### src/rtl/fp_add_seq_pkg.sv
`default_nettype none
// ============================================================================
//  Module      : fp_add_seq_pkg
//  Description : Shared definitions for the sequential FP adder: FSM state
//                encoding, exponent saturation limit, quiet-NaN constant and
//                leading-zero counter widths.
//  Revision    : 1.0  initial release
// ============================================================================
package fp_add_seq_pkg;

   // Largest biased exponent; reaching it after normalisation saturates to inf
   localparam int EXP_MAX = 255;

   // Default quiet NaN returned when an operand is inf/NaN
   localparam logic [31:0] QNAN_DEFAULT = 32'h7FC0_0000;

   // Leading-zero counter geometry (24-bit significand, 5-bit count)
   localparam int CLZ_W = 24;
   localparam int LZ_W  = 5;

   typedef enum logic [2:0] {
      S_IDLE  = 3'd0,
      S_ALIGN = 3'd1,
      S_ADD   = 3'd2,
      S_NORM  = 3'd3,
      S_PACK  = 3'd4,
      S_DONE  = 3'd5
   } state_t;

endpackage
`default_nettype wire

### src/rtl/fp_add_seq_clz.sv
`default_nettype none
// ============================================================================
//  Module      : fp_add_seq_clz
//  Description : Count of leading zeros over a 24-bit significand. An all-zero
//                input reports 24.
//  Revision    : 1.0  initial release
// ============================================================================
module fp_add_seq_clz
   import fp_add_seq_pkg::*;
(
   input  logic [CLZ_W-1:0] din,
   output logic [LZ_W-1:0]  lz
);

   // Scan from the LSB upward so the most significant set bit is the last writer
   always_comb begin
      lz = LZ_W'(CLZ_W);
      for (int i = 0; i < CLZ_W; i++) begin
         if (din[i]) begin
            lz = LZ_W'(CLZ_W - 1 - i);
         end
      end
   end

endmodule
`default_nettype wire

### src/rtl/fp_add_seq.sv
`default_nettype none
// ============================================================================
//  Module      : fp_add_seq
//  Description : Multi-cycle single-precision FP adder. One operand pair is
//                accepted, then ALIGN -> ADD -> NORM -> PACK run one stage per
//                cycle and the packed result is offered over valid/ready.
//                Rounding is toward zero; denormal inputs are treated as zero.
//  Revision    : 1.0  initial release
// ============================================================================
module fp_add_seq
   import fp_add_seq_pkg::*;
#(
   parameter int          EXP_W    = 8,
   parameter int          FRAC_W   = 23,
   parameter logic [31:0] QNAN_VAL = QNAN_DEFAULT
) (
   input  logic                    clk,
   input  logic                    rst_n,
   input  logic                    in_valid,
   output logic                    in_ready,
   input  logic [EXP_W+FRAC_W:0]   op_a,
   input  logic [EXP_W+FRAC_W:0]   op_b,
   output logic                    out_valid,
   input  logic                    out_ready,
   output logic [EXP_W+FRAC_W:0]   result,
   output logic                    ovf,
   output logic                    unf
);

   localparam int DW = 1 + EXP_W + FRAC_W;  // packed word width
   localparam int SW = FRAC_W + 1;          // significand incl. hidden bit
   localparam int XW = EXP_W + 2;           // signed working exponent

   localparam logic signed [XW-1:0] EXP_SAT = XW'(EXP_MAX);

   state_t state, next_state;

   // Operand and inter-stage registers
   logic [DW-1:0]          a_reg, b_reg;
   logic                   al_sign, al_sub, al_nan;
   logic [EXP_W-1:0]       al_exp;
   logic [SW-1:0]          al_big, al_small;
   logic [SW:0]            sum_reg;
   logic [FRAC_W-1:0]      nm_frac;
   logic signed [XW-1:0]   nm_exp;
   logic                   nm_zero;

   // Combinational stage results
   logic [EXP_W-1:0]       exp_a, exp_b, exp_diff;
   logic [SW-1:0]          sig_a, sig_b, sig_small, aligned_small;
   logic                   a_big;
   logic [SW:0]            sum_next;
   logic [LZ_W-1:0]        lz;
   logic [FRAC_W-1:0]      norm_frac;
   logic signed [XW-1:0]   norm_exp;
   logic                   norm_zero;
   logic [DW-1:0]          pack_res;
   logic                   pack_ovf, pack_unf;

   // Held low during reset so upstream never sees a spurious ready
   assign in_ready = rst_n && (state == S_IDLE);

   fp_add_seq_clz u_clz (
      .din (sum_reg[SW-1:0]),
      .lz  (lz)
   );

   // ALIGN: flush denormals, order by magnitude, shift smaller significand right
   always_comb begin
      exp_a     = a_reg[DW-2:FRAC_W];
      exp_b     = b_reg[DW-2:FRAC_W];
      sig_a     = (exp_a == '0) ? '0 : {1'b1, a_reg[FRAC_W-1:0]};
      sig_b     = (exp_b == '0) ? '0 : {1'b1, b_reg[FRAC_W-1:0]};
      a_big     = {exp_a, sig_a} >= {exp_b, sig_b};
      exp_diff  = a_big ? (exp_a - exp_b) : (exp_b - exp_a);
      sig_small = a_big ? sig_b : sig_a;
      aligned_small = (exp_diff >= EXP_W'(SW)) ? '0 : (sig_small >> exp_diff);
   end

   // ADD: magnitude add or subtract; ordering guarantees no borrow out
   always_comb begin
      sum_next = al_sub ? ({1'b0, al_big} - {1'b0, al_small})
                        : ({1'b0, al_big} + {1'b0, al_small});
   end

   // NORM: carry shifts right; otherwise left-justify using the clz count
   always_comb begin
      norm_frac = '0;
      norm_exp  = '0;
      norm_zero = 1'b0;
      if (sum_reg[SW]) begin
         norm_frac = sum_reg[SW-1:1];
         norm_exp  = signed'({2'b00, al_exp}) + XW'(1);
      end else if (sum_reg == '0) begin
         norm_zero = 1'b1;
      end else begin
         norm_frac = FRAC_W'(sum_reg[SW-1:0] << lz);
         norm_exp  = signed'({2'b00, al_exp}) - signed'({{(XW-LZ_W){1'b0}}, lz});
      end
   end

   // PACK: specials first, then zero, saturation, flush, normal encoding
   always_comb begin
      pack_res = '0;
      pack_ovf = 1'b0;
      pack_unf = 1'b0;
      if (al_nan) begin
         pack_res = QNAN_VAL;
      end else if (nm_zero) begin
         pack_res = '0;
      end else if (nm_exp >= EXP_SAT) begin
         pack_res = {al_sign, {EXP_W{1'b1}}, {FRAC_W{1'b0}}};
         pack_ovf = 1'b1;
      end else if (nm_exp <= XW'(0)) begin
         pack_unf = 1'b1;
      end else begin
         pack_res = {al_sign, nm_exp[EXP_W-1:0], nm_frac};
      end
   end

   // FSM state register
   always_ff @(posedge clk or negedge rst_n) begin
      if (!rst_n) state <= S_IDLE;
      else        state <= next_state;
   end

   // FSM next-state: fixed stage walk, leave DONE only on a completed transfer
   always_comb begin
      next_state = state;
      case (state)
         S_IDLE:  if (in_valid) next_state = S_ALIGN;
         S_ALIGN: next_state = S_ADD;
         S_ADD:   next_state = S_NORM;
         S_NORM:  next_state = S_PACK;
         S_PACK:  next_state = S_DONE;
         S_DONE:  if (out_valid && out_ready) next_state = S_IDLE;
         default: next_state = S_IDLE;
      endcase
   end

   // Datapath registers, each stage written only while its state is active
   always_ff @(posedge clk or negedge rst_n) begin
      if (!rst_n) begin
         a_reg    <= '0;
         b_reg    <= '0;
         al_sign  <= 1'b0;
         al_sub   <= 1'b0;
         al_nan   <= 1'b0;
         al_exp   <= '0;
         al_big   <= '0;
         al_small <= '0;
         sum_reg  <= '0;
         nm_frac  <= '0;
         nm_exp   <= '0;
         nm_zero  <= 1'b0;
         result   <= '0;
         ovf      <= 1'b0;
         unf      <= 1'b0;
      end else begin
         case (state)
            S_IDLE: begin
               if (in_valid) begin
                  a_reg <= op_a;
                  b_reg <= op_b;
               end
            end
            S_ALIGN: begin
               al_sign  <= a_big ? a_reg[DW-1] : b_reg[DW-1];
               al_sub   <= a_reg[DW-1] ^ b_reg[DW-1];
               al_nan   <= (&exp_a) | (&exp_b);
               al_exp   <= a_big ? exp_a : exp_b;
               al_big   <= a_big ? sig_a : sig_b;
               al_small <= aligned_small;
            end
            S_ADD: sum_reg <= sum_next;
            S_NORM: begin
               nm_frac <= norm_frac;
               nm_exp  <= norm_exp;
               nm_zero <= norm_zero;
            end
            S_PACK: begin
               result <= pack_res;
               ovf    <= pack_ovf;
               unf    <= pack_unf;
            end
            default: ;
         endcase
      end
   end

   // out_valid is a clean flop: raised one cycle into DONE, dropped on transfer
   always_ff @(posedge clk or negedge rst_n) begin
      if (!rst_n)                 out_valid <= 1'b0;
      else if (state != S_DONE)   out_valid <= 1'b0;
      else if (out_valid && out_ready) out_valid <= 1'b0;
      else                        out_valid <= 1'b1;
   end

endmodule
`default_nettype wire
### config.mk
export PLATFORM = sky130hd
export DESIGN_NAME = fp_add_seq
export DESIGN_NICKNAME = d
export VERILOG_FILES = /design/src/rtl/fp_add_seq_pkg.sv /design/src/rtl/fp_add_seq_clz.sv /design/src/rtl/fp_add_seq.sv
export SDC_FILE = /design/constraint.sdc
export NUM_CORES = 1
export LEC_CHECK = 0
export ABC_AREA = 1
export CAP_MARGIN = 30
export CORE_MARGIN = 2
export CORE_UTILIZATION = 30
export CTS_CLUSTER_DIAMETER = 120
export DETAILED_ROUTE_END_ITERATION = 16
export PLACE_DENSITY = 0.43
export SLEW_MARGIN = 20
export SYNTH_ARGS = -nofsm -noshare
export SYNTH_HDL_FRONTEND = slang
export SYNTH_SLANG_ARGS = --single-unit
### constraint.sdc
create_clock -name clk -period 10.1 [get_ports clk]
set_clock_uncertainty 0.05 [all_clocks]
set_input_delay 1.01 -clock clk [delete_from_list [all_inputs] [get_ports clk]]
set_output_delay 1.01 -clock clk [all_outputs]
set_load 0.01 [all_outputs]
# After elaboration in Yosys (flattened, before gate mapping)
# Cells that the tools add are included.
# word_totals
elab_cells	104
input_bits	68
regBits	220
output_inout_bits	36
# op_classes
reduce_logical	10
eq_ne	8
n_mux	55
bitwise_logic	2
addsub	6
shift	2
n_lt_le_gt_ge	4
# op_table
operator	n
32-bit two-way mux	4
24-bit two-way mux	5
5-bit two-way mux	16
23-bit two-way mux	2
32-bit greater-or-equal comparator	1
4-bit two-way mux	8
24-bit by 24-bit adder with 25-bit output	1
25-bit logical NOT	1
25-bit two-way mux	1
24-bit by 24-bit subtractor with 25-bit output	1
24-bit by 5-bit << shifter with 23-bit output	1
24-bit by 8-bit right shift with 24-bit output	1
10-bit two-way mux	2
3-bit case mux with 6 select lines	1
8-bit logical NOT	2
8-bit two-way mux	2
8-bit AND reduction	2
8-bit subtractor	2
1-bit two-way mux	12
10-bit by 9-bit greater-or-equal comparator with 1-bit output, second input constant	1
10-bit by 1-bit less-or-equal comparator with 1-bit output, second input constant	1
8-bit by 1-bit adder with 9-bit output, second input constant	1
8-bit by 5-bit subtractor with 9-bit output	1
8-bit by 5-bit greater-or-equal comparator with 1-bit output, second input constant	1
11 further kinds	17

# Depth between registers and ports, before layout
# logic_depth
depth_word	27
ltp_mapped	34
depth_no_buf	33

# Modules after synthesis
# From an unflattened synthesis, not the netlist that was laid out.
# hier_totals
hier_cells	2207
hier_area_um2	15343.5
# by_module_without_submodules
module	instances	seq_area_each_um2	cells_per_inst	area_each_um2
fp_add_seq	1	5505.3	2133	15029.4
fp_add_seq_clz	1	0.0	74	314.1

# Least setup slack after synthesis
# Ideal clock, no wire load.
# synth_path
path_type	register -> register
from	register a_reg[24]
to	register al_small[10]
t_required_ns	9.958
arrival_ns	3.952
path_slack_ns	6.006
period_less_slack_ns	4.094
path_buffers	2
setup_time_ns	0.092
stages_incl_launch_ff	25
cell_sequence	dfrtp_1 -> inv_1 -> nand4_1 -> nor2_2 -> clkinv_1 -> clkbuf_1 -> nand2_1 -> inv_1 -> ha_1 -> a21oi_1 -> nor2_1 -> nor2_1 -> nand3_1 -> a211o_1 -> nand2_1 -> nand3_2 -> buf_6 -> o21ai_4 -> xor2_4 -> inv_4 -> nand2_2 -> nand4_4 -> nor2_8 -> inv_4 -> o31ai_2
# synth_via
elab_chain_cells	6
elab_cells_between_ends	10
cone_classes	2 x add/sub; 2 x order compare; 1 x shift; 4 x mux; 1 x reduce/logical
# synth_rtl
element	line	rtl
start: declaration	fp_add_seq.sv:39	logic [DW-1:0] a_reg, b_reg;
start signal: assignment	fp_add_seq.sv:163	a_reg <= op_a;
8-bit logical NOT	fp_add_seq.sv:72	sig_a = (exp_a == '0) ? '0 : {1'b1, a_reg[FRAC_W-1:0]};
24-bit two-way mux	fp_add_seq.sv:72	
32-bit greater-or-equal comparator	fp_add_seq.sv:74	a_big = {exp_a, sig_a} >= {exp_b, sig_b};
24-bit two-way mux / 8-bit two-way mux (equally long branches)	fp_add_seq.sv:76, fp_add_seq.sv:75	
24-bit by 8-bit right shift with 24-bit output / 8-bit by 5-bit greater-or-equal comparator with 1-bit output (equally long branches)	fp_add_seq.sv:77	aligned_small = (exp_diff >= EXP_W'(SW)) ? '0 : (sig_small >> exp_diff);
24-bit two-way mux *	fp_add_seq.sv:77	
end signal: assignment	fp_add_seq.sv:173	al_small <= aligned_small;
end: declaration	fp_add_seq.sv:42	logic [SW-1:0] al_big, al_small;
# Every way passes the cells marked *; elsewhere a longest branch is shown, timed or not.
# A chain may end at the register's enable or synchronous reset.

# Worst setup path in the final report
# layout_path
from	register a_reg[24]
to	register al_small[3]
# Same word-level chain as after synthesis.

==> out/results.ini <==
[placed_design]
port_buffers=103
preCtsSetupSlack_ns=3.88
place_congestion=0.877
dp_hpwl_um=40000
dp_cells=2739

[detailed_routing]
via_per_inst=5.03
drc=0
avgRoutedWirePerCell_um=18.5
routed_wirelength_um=51600
first_pass_iters=5
first_iter_violations=1158
routed-via-count=14000
antenna_left=0

[global_routing]
grt_pass1_vias=13800
track_usage_pct=20.2
grt_pass1_wl_um=81100
grt_antenna_before_repair=0
overflow=0
grt_max_degree=93

[setup_path]
cp-start-kind=flip-flop
path_buf_inv=5
cpLargestDelayFamily=simple AND/OR/NAND/NOR gates
required_ns=10.54
cpMostUsedCell=nand2_1
critPathCaptureType=flip-flop
r2r-start=a_reg[24]
worstPathMaxFanout=83
r2r_slack_ns=3.83
max_stage_delay_ns=0.79
r2r_end=al_small[3]
rr_worst_depth=23
crit_path_top_delay_cell=clkinv_1
cp.arrival_ns=6.70
crit_type=flip-flop to flip-flop
startpoint=a_reg[24]
path_cells=inv_1 > nand4_1 > nor2_2 > clkinv_1 > nand2_1 > inv_1 > ha_1 > nand2_1 > nor2_1 > nand2_1 > nand3_1 > a211o_1 > nand2_1 > nand3_2 > buf_4 > nand2_1 > nand2_1 > clkinv_1 > o21ai_1 > nand2_1 > nand2_1 > nand3_1 > o21ai_1
cp.depth=23

[clock_tree]
cts.path.max_buffers=3
cts_max_level=1
cts_hold_buf=0
post_cts_resized=0
cts_root_buffer=clkbuf_16
insertion_delay_ns=0.56
cts_tree=yes
clk_pin_slew_ns=0.06
clock-sinks=220
cts_setup_buffers=0
cts_buffers=28

[cells_and_area]
nNetsFinal=2250
antenna_cells=0
nFillCells=5297
fin_cells=2793
drive_gt1_share_pct=6.01
syn2layout_area_growth_pct=18.3

[logic_synthesis]
avgSynthCellArea_um2=7.29
syn_nets=2190
synth_area_um2=14900
ys_ff_latch=220
ys_types=57
synthCells=2047
ys_warn_count=0
ys_seq_area_share_pct=36.9

[timing]
slew_violations=0
holdWs_ns=0.370
grt_setup_unrepaired=no
worst_pin_slew_ns=0.879
period_needed_ns=6.27
max_freq_mhz=160
final_hold_viol_count=0
setup_viol=0
timing.final.crit_share_pct=62.0
slew_headroom_pct=41.4
final.setup.tns_ns=0
timing.final.ws_setup_ns=3.83

[run_status]
status=completed

[worst_hold_path]
holdCritPathClass=input pin to asynchronous set/reset pin

[floorplan]
dieArea_um2=51500
die_y_um=227
fp-row-count=81
start_util_pct=30.4
core_area_um2=49100
die_x_um=227
io_pins=104

[run]
cap_violations=0

## per-stage QoR
| stage | util, % | instance area (um2) |
|---|---|---|
| floorplan | - | 14900 |
| global placement | 33.7 | 16500 |
| detailed placement | 33.8 | 16600 |
| CTS | 35.9 | 17600 |
| global route | 36.0 | 17600 |
| finish | 36.0 | 17600 |
## layout make-up
| class | count | area, um2 | area share [%] |
|---|---|---|---|
| Clock inverter | 11 | 166 | 0.943 |
| Clock buffer | 41 | 861 | 4.88 |
| Inverter | 232 | 876 | 4.96 |
| Multi-Input combinational cell | 1503 | 8180 | 46.4 |
| Sequential cell | 220 | 5510 | 31.2 |
| Tap cell | 664 | 831 | 4.71 |
| Timing Repair Buffer | 122 | 1230 | 6.95 |
## logic make-up after synthesis
| group | Yosys count | share of synthesized area, % |
|---|---|---|
| simple gates | 895 | 26.2 |
| mux | 25 | 1.89 |
| flops | 220 | 36.9 |
| buf+inv | 324 | 8.37 |
| fa+ha+maj | 75 | 6.49 |
| compound gates | 453 | 16.7 |
| xor+xnor | 55 | 3.48 |
## worst max path at each step
stage / end / slack [ns]
after global routing: al_small[7] / 3.23
after global placement: al_small[7] / 3.90
final: al_small[3] / 3.83
after CTS: al_small[3] / 3.87
after detailed placement: al_small[3] / 3.88
after floorplan: al_small[10] / 6.01
## cell usage in the layout, fill, tap and decap left out, drive strengths merged, types with 37 or more instances in the layout
| cell type | synthesis | layout |
|---|---|---|
| a21oi | 200 | 200 |
| clkbuf | 69 | 41 |
| clkdlybuf4s50 | 0 | 102 |
| dfrtp | 220 | 220 |
| ha | 71 | 71 |
| inv | 227 | 227 |
| nand2 | 428 | 428 |
| nand3 | 265 | 265 |
| nor2 | 153 | 153 |
| o21ai | 167 | 167 |
| xor2 | 37 | 37 |
## cells in the mapped netlist (all sizes together)
cell type	n	area share, %
nand2	428	11
nand3	265	8.9
inv	227	5.7
dfrtp	220	37
a21oi	200	6.8
o21ai	167	5.7
nor2	153	4.1
ha	71	6.0
clkbuf	69	1.7
xor2	37	2.4
o22ai	29	1.2
mux2	25	1.9
buf	23	0.76
nand4	22	1.1
xnor2	18	1.1
a22oi	12	0.60
a31oi	10	0.42
nor3	10	0.34
nor4	9	0.48
o221ai	8	0.47
clkinv	5	0.13
o21a	5	0.25
or2	5	0.21
fa	4	0.54
o31ai	4	0.23
a32o	3	0.20
o211ai	3	0.15
a21o	2	0.10
a221oi	2	0.16
o21bai	2	0.10
a211o	1	0.059
a211oi	1	0.050
a22o	1	0.059
a311oi	1	0.059
nand3b	1	0.050
nor3b	1	0.050
o2111ai	1	0.059
o41ai	1	0.059
or3	1	0.042
## metal layers
layer  GRT usage [%]  part of all wire, %  vias to the layer above
met5               0                    0                        -
met4            4.07                  2.0                        0
met3            2.14                  3.9                       55
met2            35.0                   48                      323
met1            27.3                   46                     6653
li1                -                    -                     7004
Power is left out: the tool's default activity adds up to more than one toggle a clock period on the data nets, which glitch-free logic cannot reach.
